**src/rtl/pwm_pkg.sv**
```systemverilog
// Shared definitions for the PWM peripheral: decoder states, command-byte
// field positions and the register map used by both decoder and register file.
package pwm_pkg;

    typedef enum logic [2:0] {
        IDLE,
        WR_DATA,
        WR_ISSUE,
        RD_ISSUE,
        RD_WAIT,
        RD_CAPTURE,
        RD_DUMMY
    } state_t;

    localparam int CMD_WR_BIT = 7;
    localparam int ADDR_MSB   = 5;

    localparam logic [ADDR_MSB:0] PERIOD_L  = 6'h00;
    localparam logic [ADDR_MSB:0] PERIOD_H  = 6'h01;
    localparam logic [ADDR_MSB:0] DUTY0_L   = 6'h02;
    localparam logic [ADDR_MSB:0] DUTY0_H   = 6'h03;
    localparam logic [ADDR_MSB:0] DUTY1_L   = 6'h04;
    localparam logic [ADDR_MSB:0] DUTY1_H   = 6'h05;
    localparam logic [ADDR_MSB:0] DUTY2_L   = 6'h06;
    localparam logic [ADDR_MSB:0] DUTY2_H   = 6'h07;
    localparam logic [ADDR_MSB:0] DUTY3_L   = 6'h08;
    localparam logic [ADDR_MSB:0] DUTY3_H   = 6'h09;
    localparam logic [ADDR_MSB:0] PRESCALE  = 6'h0A;
    localparam logic [ADDR_MSB:0] CONTROL   = 6'h0B;
    localparam logic [ADDR_MSB:0] STATUS    = 6'h0C;
    localparam logic [ADDR_MSB:0] FUNCTIONS = 6'h0D;

    // States in which the decoder waits on the SPI master and may time out.
    function automatic logic is_waiting(state_t s);
        return (s == WR_DATA) || (s == RD_DUMMY);
    endfunction

endpackage

```
**src/rtl/spi_cmd_decoder_if.sv**
```systemverilog
// Register-file access bus: the decoder is the master, the register file the slave.
interface spi_cmd_decoder_if #(
    parameter int ADDR_W = 6,
    parameter int DATA_W = 8
);
    logic              read;
    logic              write;
    logic [ADDR_W-1:0] addr;
    logic [DATA_W-1:0] data_write;
    logic [DATA_W-1:0] data_read;

    modport master (output read, output write, output addr, output data_write, input data_read);
    modport slave  (input read, input write, input addr, input data_write, output data_read);
endinterface

```
**src/rtl/spi_cmd_decoder_timeout.sv**
```systemverilog
// Idle-cycle counter for the decoder's wait states; expire fires on the cycle
// in which the count would reach TIMEOUT. TIMEOUT of 0 disables it.
module cmd_timeout_cnt #(
    parameter int TIMEOUT = 255
) (
    input  logic clk,
    input  logic rst_n,
    input  logic load,
    input  logic enable,
    output logic expire
);
    localparam int CW = (TIMEOUT > 1) ? $clog2(TIMEOUT + 1) : 1;

    logic [CW-1:0] count;

    always_ff @(posedge clk or negedge rst_n) begin
        if (!rst_n) begin
            count <= '0;
        end else if (load) begin
            count <= '0;
        end else if (enable) begin
            count <= count + CW'(1);
        end
    end

    assign expire = (TIMEOUT != 0) && enable && !load && (count == CW'(TIMEOUT - 1));

endmodule

```
**src/rtl/spi_cmd_decoder.sv**
```systemverilog
// Turns each 2-byte SPI frame into one register-file read or write and
// returns read data to the SPI bridge for shifting out.
module spi_cmd_decoder
    import pwm_pkg::*;
#(
    parameter int ADDR_W  = 6,
    parameter int DATA_W  = 8,
    parameter int TIMEOUT = 255
) (
    input  logic              clk,
    input  logic              rst_n,
    input  logic              frame_active,
    input  logic [DATA_W-1:0] rx_byte,
    input  logic              rx_valid,
    output logic [DATA_W-1:0] tx_byte,
    output logic              tx_load,
    output logic              busy,
    output logic              proto_err,
    spi_cmd_decoder_if.master reg_bus
);
    state_t state;
    logic   take;
    logic   waiting;
    logic   expire;

    assign take    = rx_valid && frame_active;
    assign waiting = is_waiting(state);

    // Held clear outside the wait states, so every entry starts from zero.
    cmd_timeout_cnt #(.TIMEOUT(TIMEOUT)) u_timeout (
        .clk    (clk),
        .rst_n  (rst_n),
        .load   (~waiting),
        .enable (waiting),
        .expire (expire)
    );

    always_ff @(posedge clk or negedge rst_n) begin
        if (!rst_n) begin
            state              <= IDLE;
            tx_byte            <= '0;
            tx_load            <= 1'b0;
            busy               <= 1'b0;
            proto_err          <= 1'b0;
            reg_bus.read       <= 1'b0;
            reg_bus.write      <= 1'b0;
            reg_bus.addr       <= '0;
            reg_bus.data_write <= '0;
        end else begin
            // NOTE: non-blocking throughout, and the strobes default low here so each
            // case branch only has to raise the one pulse it owns for a single cycle.
            reg_bus.read  <= 1'b0;
            reg_bus.write <= 1'b0;
            tx_load       <= 1'b0;
            proto_err     <= 1'b0;

            case (state)
                IDLE: begin
                    if (take) begin
                        reg_bus.addr <= rx_byte[ADDR_W-1:0];
                        busy         <= 1'b1;
                        if (rx_byte[CMD_WR_BIT]) begin
                            state <= WR_DATA;
                        end else begin
                            state        <= RD_ISSUE;
                            reg_bus.read <= 1'b1;
                        end
                    end
                end

                WR_DATA: begin
                    if (!frame_active) begin
                        state     <= IDLE;
                        busy      <= 1'b0;
                        proto_err <= 1'b1;
                    end else if (rx_valid) begin
                        reg_bus.data_write <= rx_byte;
                        reg_bus.write      <= 1'b1;
                        state              <= WR_ISSUE;
                    end else if (expire) begin
                        state     <= IDLE;
                        busy      <= 1'b0;
                        proto_err <= 1'b1;
                    end
                end

                WR_ISSUE: begin
                    state     <= IDLE;
                    busy      <= 1'b0;
                    proto_err <= take;
                end

                RD_ISSUE: begin
                    if (!frame_active) begin
                        state <= IDLE;
                        busy  <= 1'b0;
                    end else begin
                        state     <= RD_WAIT;
                        proto_err <= rx_valid;
                    end
                end

                RD_WAIT: begin
                    if (!frame_active) begin
                        state <= IDLE;
                        busy  <= 1'b0;
                    end else begin
                        tx_byte   <= reg_bus.data_read;
                        tx_load   <= 1'b1;
                        state     <= RD_CAPTURE;
                        proto_err <= rx_valid;
                    end
                end

                RD_CAPTURE: begin
                    if (!frame_active) begin
                        state <= IDLE;
                        busy  <= 1'b0;
                    end else begin
                        state     <= RD_DUMMY;
                        proto_err <= rx_valid;
                    end
                end

                RD_DUMMY: begin
                    // A dropped chip select here is the normal end of a read frame.
                    if (!frame_active || rx_valid) begin
                        state <= IDLE;
                        busy  <= 1'b0;
                    end else if (expire) begin
                        state     <= IDLE;
                        busy      <= 1'b0;
                        proto_err <= 1'b1;
                    end
                end

                default: begin
                    state <= IDLE;
                    busy  <= 1'b0;
                end
            endcase
        end
    end

endmodule

```
**src/flat_wrapper.sv**
```systemverilog
// flat-port wrapper written by rule: the top's interface ports become plain ports
module spi_cmd_decoder_flat import pwm_pkg::*;
#(
    parameter int ADDR_W  = 6,
    parameter int DATA_W  = 8,
    parameter int TIMEOUT = 255
)
  (clk, rst_n, frame_active, rx_byte, rx_valid, tx_byte, tx_load, busy, proto_err, reg_bus_read, reg_bus_write, reg_bus_addr, reg_bus_data_write, reg_bus_data_read);
  spi_cmd_decoder_if #(.ADDR_W(ADDR_W), .DATA_W(DATA_W)) reg_bus_i ();
  input  logic clk;
  input  logic rst_n;
  input  logic frame_active;
  input  logic [DATA_W-1:0] rx_byte;
  input  logic rx_valid;
  output logic [DATA_W-1:0] tx_byte;
  output logic tx_load;
  output logic busy;
  output logic proto_err;
  output wire logic [$bits(reg_bus_i.read)-1:0] reg_bus_read;
  output wire logic [$bits(reg_bus_i.write)-1:0] reg_bus_write;
  output wire logic [$bits(reg_bus_i.addr)-1:0] reg_bus_addr;
  output wire logic [$bits(reg_bus_i.data_write)-1:0] reg_bus_data_write;
  input wire logic [$bits(reg_bus_i.data_read)-1:0] reg_bus_data_read;
  assign reg_bus_read = reg_bus_i.read;
  assign reg_bus_write = reg_bus_i.write;
  assign reg_bus_addr = reg_bus_i.addr;
  assign reg_bus_data_write = reg_bus_i.data_write;
  assign reg_bus_i.data_read = reg_bus_data_read;
  spi_cmd_decoder #(.ADDR_W(ADDR_W), .DATA_W(DATA_W), .TIMEOUT(TIMEOUT)) u_core (.clk(clk), .rst_n(rst_n), .frame_active(frame_active), .rx_byte(rx_byte), .rx_valid(rx_valid), .tx_byte(tx_byte), .tx_load(tx_load), .busy(busy), .proto_err(proto_err), .reg_bus(reg_bus_i));
endmodule
```
**config.mk**
```make
export PLATFORM = sky130hd
export DESIGN_NAME = spi_cmd_decoder_flat
export DESIGN_NICKNAME = d
export VERILOG_FILES = /design/src/rtl/pwm_pkg.sv /design/src/rtl/spi_cmd_decoder_if.sv /design/src/rtl/spi_cmd_decoder_timeout.sv /design/src/rtl/spi_cmd_decoder.sv /design/src/flat_wrapper.sv
export SDC_FILE = /design/constraint.sdc
export NUM_CORES = 1
export LEC_CHECK = 0
export CORE_MARGIN = 2
export CORE_UTILIZATION = 42
export DETAILED_ROUTE_END_ITERATION = 16
export PLACE_DENSITY = 0.74
export SETUP_SLACK_MARGIN = 0.5
export SYNTH_ARGS = -nofsm -noshare
export SYNTH_HDL_FRONTEND = slang
export SYNTH_SLANG_ARGS = --single-unit
```
**constraint.sdc**
```tcl
create_clock -name clk -period 1.4 [get_ports clk]
set_clock_uncertainty 0.05 [all_clocks]
set_input_delay 0.28 -clock clk [delete_from_list [all_inputs] [get_ports clk]]
set_output_delay 0.28 -clock clk [all_outputs]
set_load 0.02 [all_outputs]
```
### Word-level counts from Yosys, hierarchy flattened

Index checks and enable logic that the tools add are counted.

* $add $sub $neg: 1
* equal/unequal tests: 10
* mux-type cells: 32
* reductions and logical operators: 11

Operator list (count)
* 3-bit two-way mux: 8
* 1-bit two-way mux: 19
* 3-bit one-hot mux with 6 select lines: 1
* 3-bit equality test, second input constant: 3
* 8-bit by 1-bit adder with 8-bit output, second input constant: 1
* 8-bit equality test, second input constant: 1
* 8-bit two-way mux: 1
* 1-bit one-hot mux with 4 select lines: 2
* 3-bit by 2-bit equality test with 1-bit output, second input constant: 2
* 3-bit AND reduction: 2
* 2-bit AND reduction: 2
* 3-bit by 1-bit equality test with 1-bit output, second input constant: 1
* 3-bit zero test: 1
* 3-bit inequality test, second input constant: 1
* 3-bit OR reduction: 1
* 1-bit logical AND: 2
* 1-bit logical OR: 2
* 2-bit two-way mux: 1
* 2-bit by 1-bit inequality test with 1-bit output, second input constant: 1
* 2-bit inequality test, second input constant: 1
* 1-bit zero test: 1

* register bits after elaboration: 38
* input bits: 20
* output and inout bits: 27

### Depth between registers and ports, before layout

* word-level depth: 7
* depth in mapped cells: 5
* mapped depth without buffers: 5

### By module

A second synthesis with hierarchy kept.

* cell total of the unflattened synthesis: 139
* area total of the unflattened synthesis: 1715.4 um^2

Modules (own cells, without submodules)
* spi_cmd_decoder: times used 1, cells each 98, area each 1302.5 um^2
* cmd_timeout_cnt: times used 1, cells each 41, area each 412.9 um^2

### Worst setup path after synthesis

Ideal clock, no wire load.

* path kind: reg-to-reg
* from: reg u_core.state[2]
* to: reg u_core.reg_bus.data_write[0]
* arrival: 1222 ps
* path slack: 2 ps
* stages on the path, launching flop included: 5
* cells stage by stage: dfrtp_1 and2b_1 and4b_1 buf_6 mux2_4

* longest elaborated chain between the ends: 2

Ends and longest elaborated chain
* from (decl): RTL line spi_cmd_decoder.sv:21 `state_t state;`
* from (signal assigned): RTL line spi_cmd_decoder.sv:40 `state <= IDLE;`
* from (signal assigned): RTL line spi_cmd_decoder.sv:63 `state <= WR_DATA;`
* from (signal assigned): RTL line spi_cmd_decoder.sv:65 `state <= RD_ISSUE;`
* 3-bit by 1-bit equality test with 1-bit output: RTL line spi_cmd_decoder.sv:57 `case (state)`
* 3-bit AND reduction (no source line)
* to (signal assigned): RTL line spi_cmd_decoder.sv:77 `reg_bus.data_write <= rx_byte;`
* to (decl): RTL line spi_cmd_decoder_if.sv:12 `modport master (output read, output write, output addr, output data_write, input data_read);`

Every way passes these cells.
A chain may end at the register's enable or synchronous reset.

### Worst setup path after layout

* from: reg u_core.state[2]
* to: reg u_core.reg_bus.data_write[6]

The elaborated chain is that of the path after synthesis.

==> impl_metrics.env <==
export IMPL_status="complete, but fails checks"
export IMPL_violations="negative hold slack, negative setup slack"
export IMPL_finalWorstSetupSlack_ns=-0.0385
export IMPL_core_area_um2=3940
export IMPL_clkLatencyLatePin_ns=0.28
export IMPL_rsz0062_at_grt="yes"
export IMPL_postSynthAreaPerCell_um2=12.9
export IMPL_hpwlAfterDp_um=2720
export IMPL_grt_ovfl_total=0
export IMPL_wirelength_um=4210
export IMPL_multi_input_area_um2=867
export IMPL_synthTopCellsByCount="dfrtp_1 (38), mux2_2 (14), nor2_1 (11), mux2_4 (8)"
export IMPL_drive_gt1_share_pct=56.2
export IMPL_grt_pass1_wl_um=6570
export IMPL_vdd_drop_max_mv=0.916
export IMPL_dpl_instance_area_um2=2320
export IMPL_worstPathRequired_ns=1.52
export IMPL_synth_top_area_share_pct=56.3
export IMPL_area_delta_synth_final_pct=67.6
export IMPL_die_y_um=67.4
export IMPL_startpoint_type="flip-flop"
export IMPL_dieArea_um2=4540
export IMPL_ys_warn_count=0
export IMPL_first_global_vias=1368
export IMPL_crit_path_top_delay_cell="dfrtp_1"
export IMPL_rrSetupSlack_ns=-0.04
export IMPL_io_buffers=46
export IMPL_grt_usage_pct=19.6
export IMPL_initial_core_util_pct=42.8
export IMPL_rr_startpoint="u_core.state[2]$_DFFE_PN0P_"
export IMPL_cts_made_buffers=5
export IMPL_h_tree_depth=2
export IMPL_synth_most_common_cell="dfrtp_1"
export IMPL_netlist_instances=131
export IMPL_routed_via_count=1371
export IMPL_ant_nets=0
export IMPL_cts_clk_slew_worst_paths_ns=0.07
export IMPL_drt_initial_drc_count=61
export IMPL_cts_sinks=38
export IMPL_drv_cap=0
export IMPL_register_area_um2=951
export IMPL_hp_class="input port to asynchronous set/reset pin"
export IMPL_crit_type="flip-flop to flip-flop"
export IMPL_drc=0
export IMPL_grt_max_degree=39
export IMPL_power_leakage_nw=1.28
export IMPL_finalCriticalPeriod_ns=1.44
export IMPL_synth_ff_type="dfrtp_1"
export IMPL_synth_distinct_cells=37
export IMPL_cts_tree="built"
export IMPL_end_kind="flip-flop"
export IMPL_ff2ff_path_depth=4
export IMPL_yosys_top_cells_area="dfrtp_1 (56%), mux2_2 (9.3%), mux2_4 (7.1%), nor2_1 (2.4%), buf_2 (1.5%)"
export IMPL_pwr_density_cell_nw_per_um2=1370
export IMPL_slew_headroom_pct=68.8
export IMPL_cts_root_buf="clkbuf_8"
export IMPL_final_nets=238
export IMPL_row_count=23
export IMPL_hold_violations=38
export IMPL_hold_slack_ns=-0.0264
export IMPL_antenna_found_initial=0
export IMPL_dp_slack_ns=-0.389
export IMPL_syn_num_nets=153
export IMPL_gp_congestion=0.792
export IMPL_stdcell_area_um2=2830
export IMPL_reg2reg_to="u_core.reg_bus.data_write[6]$_DFFE_PN0P_"
export IMPL_max_stage_delay_ns=0.37
export IMPL_clock_tree_buffer_depth=2
export IMPL_io_pins=47
export IMPL_nFillCells=256
export IMPL_min_period_over_period_pct=103
export IMPL_yosysSeqAreaShare_pct=56.3
export IMPL_synth_edf_count=0
export IMPL_ys_ff_latch=38
export IMPL_vias_per_cell=5.13
export IMPL_crit_family="simple AND/OR/NAND/NOR gates"
export IMPL_path_cells="and2b_1 > and4b_1 > buf_6 > mux2_4"
export IMPL_synth_area_leader_cell="dfrtp_1"
export IMPL_timing_fmax_mhz=695
export IMPL_synth_area_um2=1690
export IMPL_antenna_cells=0
export IMPL_worstPathArrival_ns=1.56
export IMPL_dieWidth_um=67.4
export IMPL_finalMaxSlewViolations=0
export IMPL_crit_fanout=5
export IMPL_drt_pass1_iter_count=4
export IMPL_wl_per_cell_um=15.8
export IMPL_path_buf_inv=1
export IMPL_final_setup_viol_count=15
export IMPL_tightest_slew_ns=0.468
export IMPL_async_reset_ff_share_pct=100
## registers in the layout, summed over array words and instances (netlist names)
name	count
u_core.proto_err	1
u_core.u_timeout.count	8
u_core.state	3
u_core.busy	1
u_core.reg_bus.write	1
u_core.tx_byte	8
u_core.reg_bus.data_write	8
u_core.reg_bus.read	1
u_core.reg_bus.addr	6
u_core.tx_load	1
## cells by family (layout without fill, tap and decap cells)
kind of cell,Yosys count,in the layout,share of synthesized area [%]
compound gates,20,20,8.00
xor+xnor,3,3,1.56
fa+ha+maj,2,2,1.48
buf+inv,10,96,3.04
flops,38,38,56.3
mux,22,22,16.4
simple gates,36,36,13.2
## through the flow
| stage | power (mW) | setup TNS (ns) | hold WS, ns | instances | util (%) |
|---|---|---|---|---|---|
| 3_5_place_dp | 2.63 | -8.77 | 0.301 | 236 | 58.9 |
| 3_3_place_gp | 2.59 | -7.95 | 0.293 | 236 | 58.9 |
| 2_1_floorplan | 2.02 | 0 | -0.0656 | 131 | - |
| 4_1_cts | 3.78 | -0.610 | -0.0125 | 257 | 68.3 |
| 5_1_grt | 4.04 | -1.43 | 0.0131 | 267 | 71.8 |
| 6_report | 3.87 | -0.360 | -0.0264 | 267 | 71.8 |
## worst max-delay path by stage
| stage | from | to | slack [ns] | depth (start not counted) |
|---|---|---|---|---|
| 3_3_place_gp | rx_valid | u_core.reg_bus.data_write[3]$_DFFE_PN0P_ | -0.36 | 5 |
| 5_1_grt | u_core.state[2]$_DFFE_PN0P_ | u_core.reg_bus.data_write[6]$_DFFE_PN0P_ | -0.09 | 4 |
| 3_5_place_dp | rx_valid | u_core.reg_bus.data_write[6]$_DFFE_PN0P_ | -0.39 | 5 |
| 2_1_floorplan | u_core.state[2]$_DFFE_PN0P_ | u_core.reg_bus.data_write[0]$_DFFE_PN0P_ | 0.01 | 4 |
| 6_report | u_core.state[2]$_DFFE_PN0P_ | u_core.reg_bus.data_write[6]$_DFFE_PN0P_ | -0.04 | 4 |
| 4_1_cts | u_core.state[2]$_DFFE_PN0P_ | u_core.reg_bus.data_write[6]$_DFFE_PN0P_ | -0.06 | 4 |
## per-layer routing
layer / share of wire, % / vias up / track usage (%)
met4: 2.5 / 0 / 9.44
met5: 0 / - / 0
li1: - / 637 / -
met3: 3.6 / 11 / 3.17
met2: 50 / 42 / 32.3
met1: 44 / 681 / 25.1
## where the power goes
part | internal, mW | leakage [nW] | switching [mW]
clock | 0.533 | 0.0524 | 0.366
combinational | 0.892 | 0.742 | 0.593
sequential | 1.32 | 0.489 | 0.164
total | 2.74 | 1.28 | 1.12
## layout by cell type (no fill, tap or decap), types with 2 or more instances in the layout
cell / netlist / routed
a21oi_1: 4 / 2
a21oi_2: 2 / 3
buf_12: 0 / 2
buf_2: 5 / 2
buf_4: 0 / 26
buf_6: 1 / 36
clkbuf_1: 0 / 2
clkbuf_8: 0 / 5
clkdlybuf4s50_1: 0 / 16
dfrtp_1: 38 / 38
dlygate4sd2_1: 0 / 2
ha_2: 0 / 2
inv_1: 4 / 4
mux2_2: 14 / 4
mux2_4: 8 / 18
nand2_1: 3 / 2
nand3_1: 3 / 2
nand3_4: 0 / 2
nand4b_1: 2 / 2
nor2_1: 11 / 7
nor2_2: 0 / 3
o211ai_1: 2 / 2
o21ai_0: 5 / 2
o21ai_2: 0 / 2
xor2_1: 2 / 2
## worst register-to-register path, stage by stage (launching register included)
cell	delay [ns]
dfrtp_1	0.37
and2b_1	0.21
and4b_1	0.25
buf_6	0.15
mux2_4	0.30
## layout make-up
type | instances | area share, %
Clock buffer | 7 | 2.70
Clock inverter | 1 | 1.06
Inverter | 4 | 0.531
Multi-Input combinational cell | 83 | 30.6
Sequential cell | 38 | 33.6
Tap cell | 50 | 2.21
Timing Repair Buffer | 84 | 29.3
## timing repair
item / in CTS / in global routing
resized for setup: 198 / 9
cloned: 0 / 1
buffers inserted: 13 / 9
pin swaps: 10 / 6
setup endpoints to repair: 65 / 65
hold endpoints to repair: 38 / 0
Note: power is estimated with default switching activity, not from simulation.
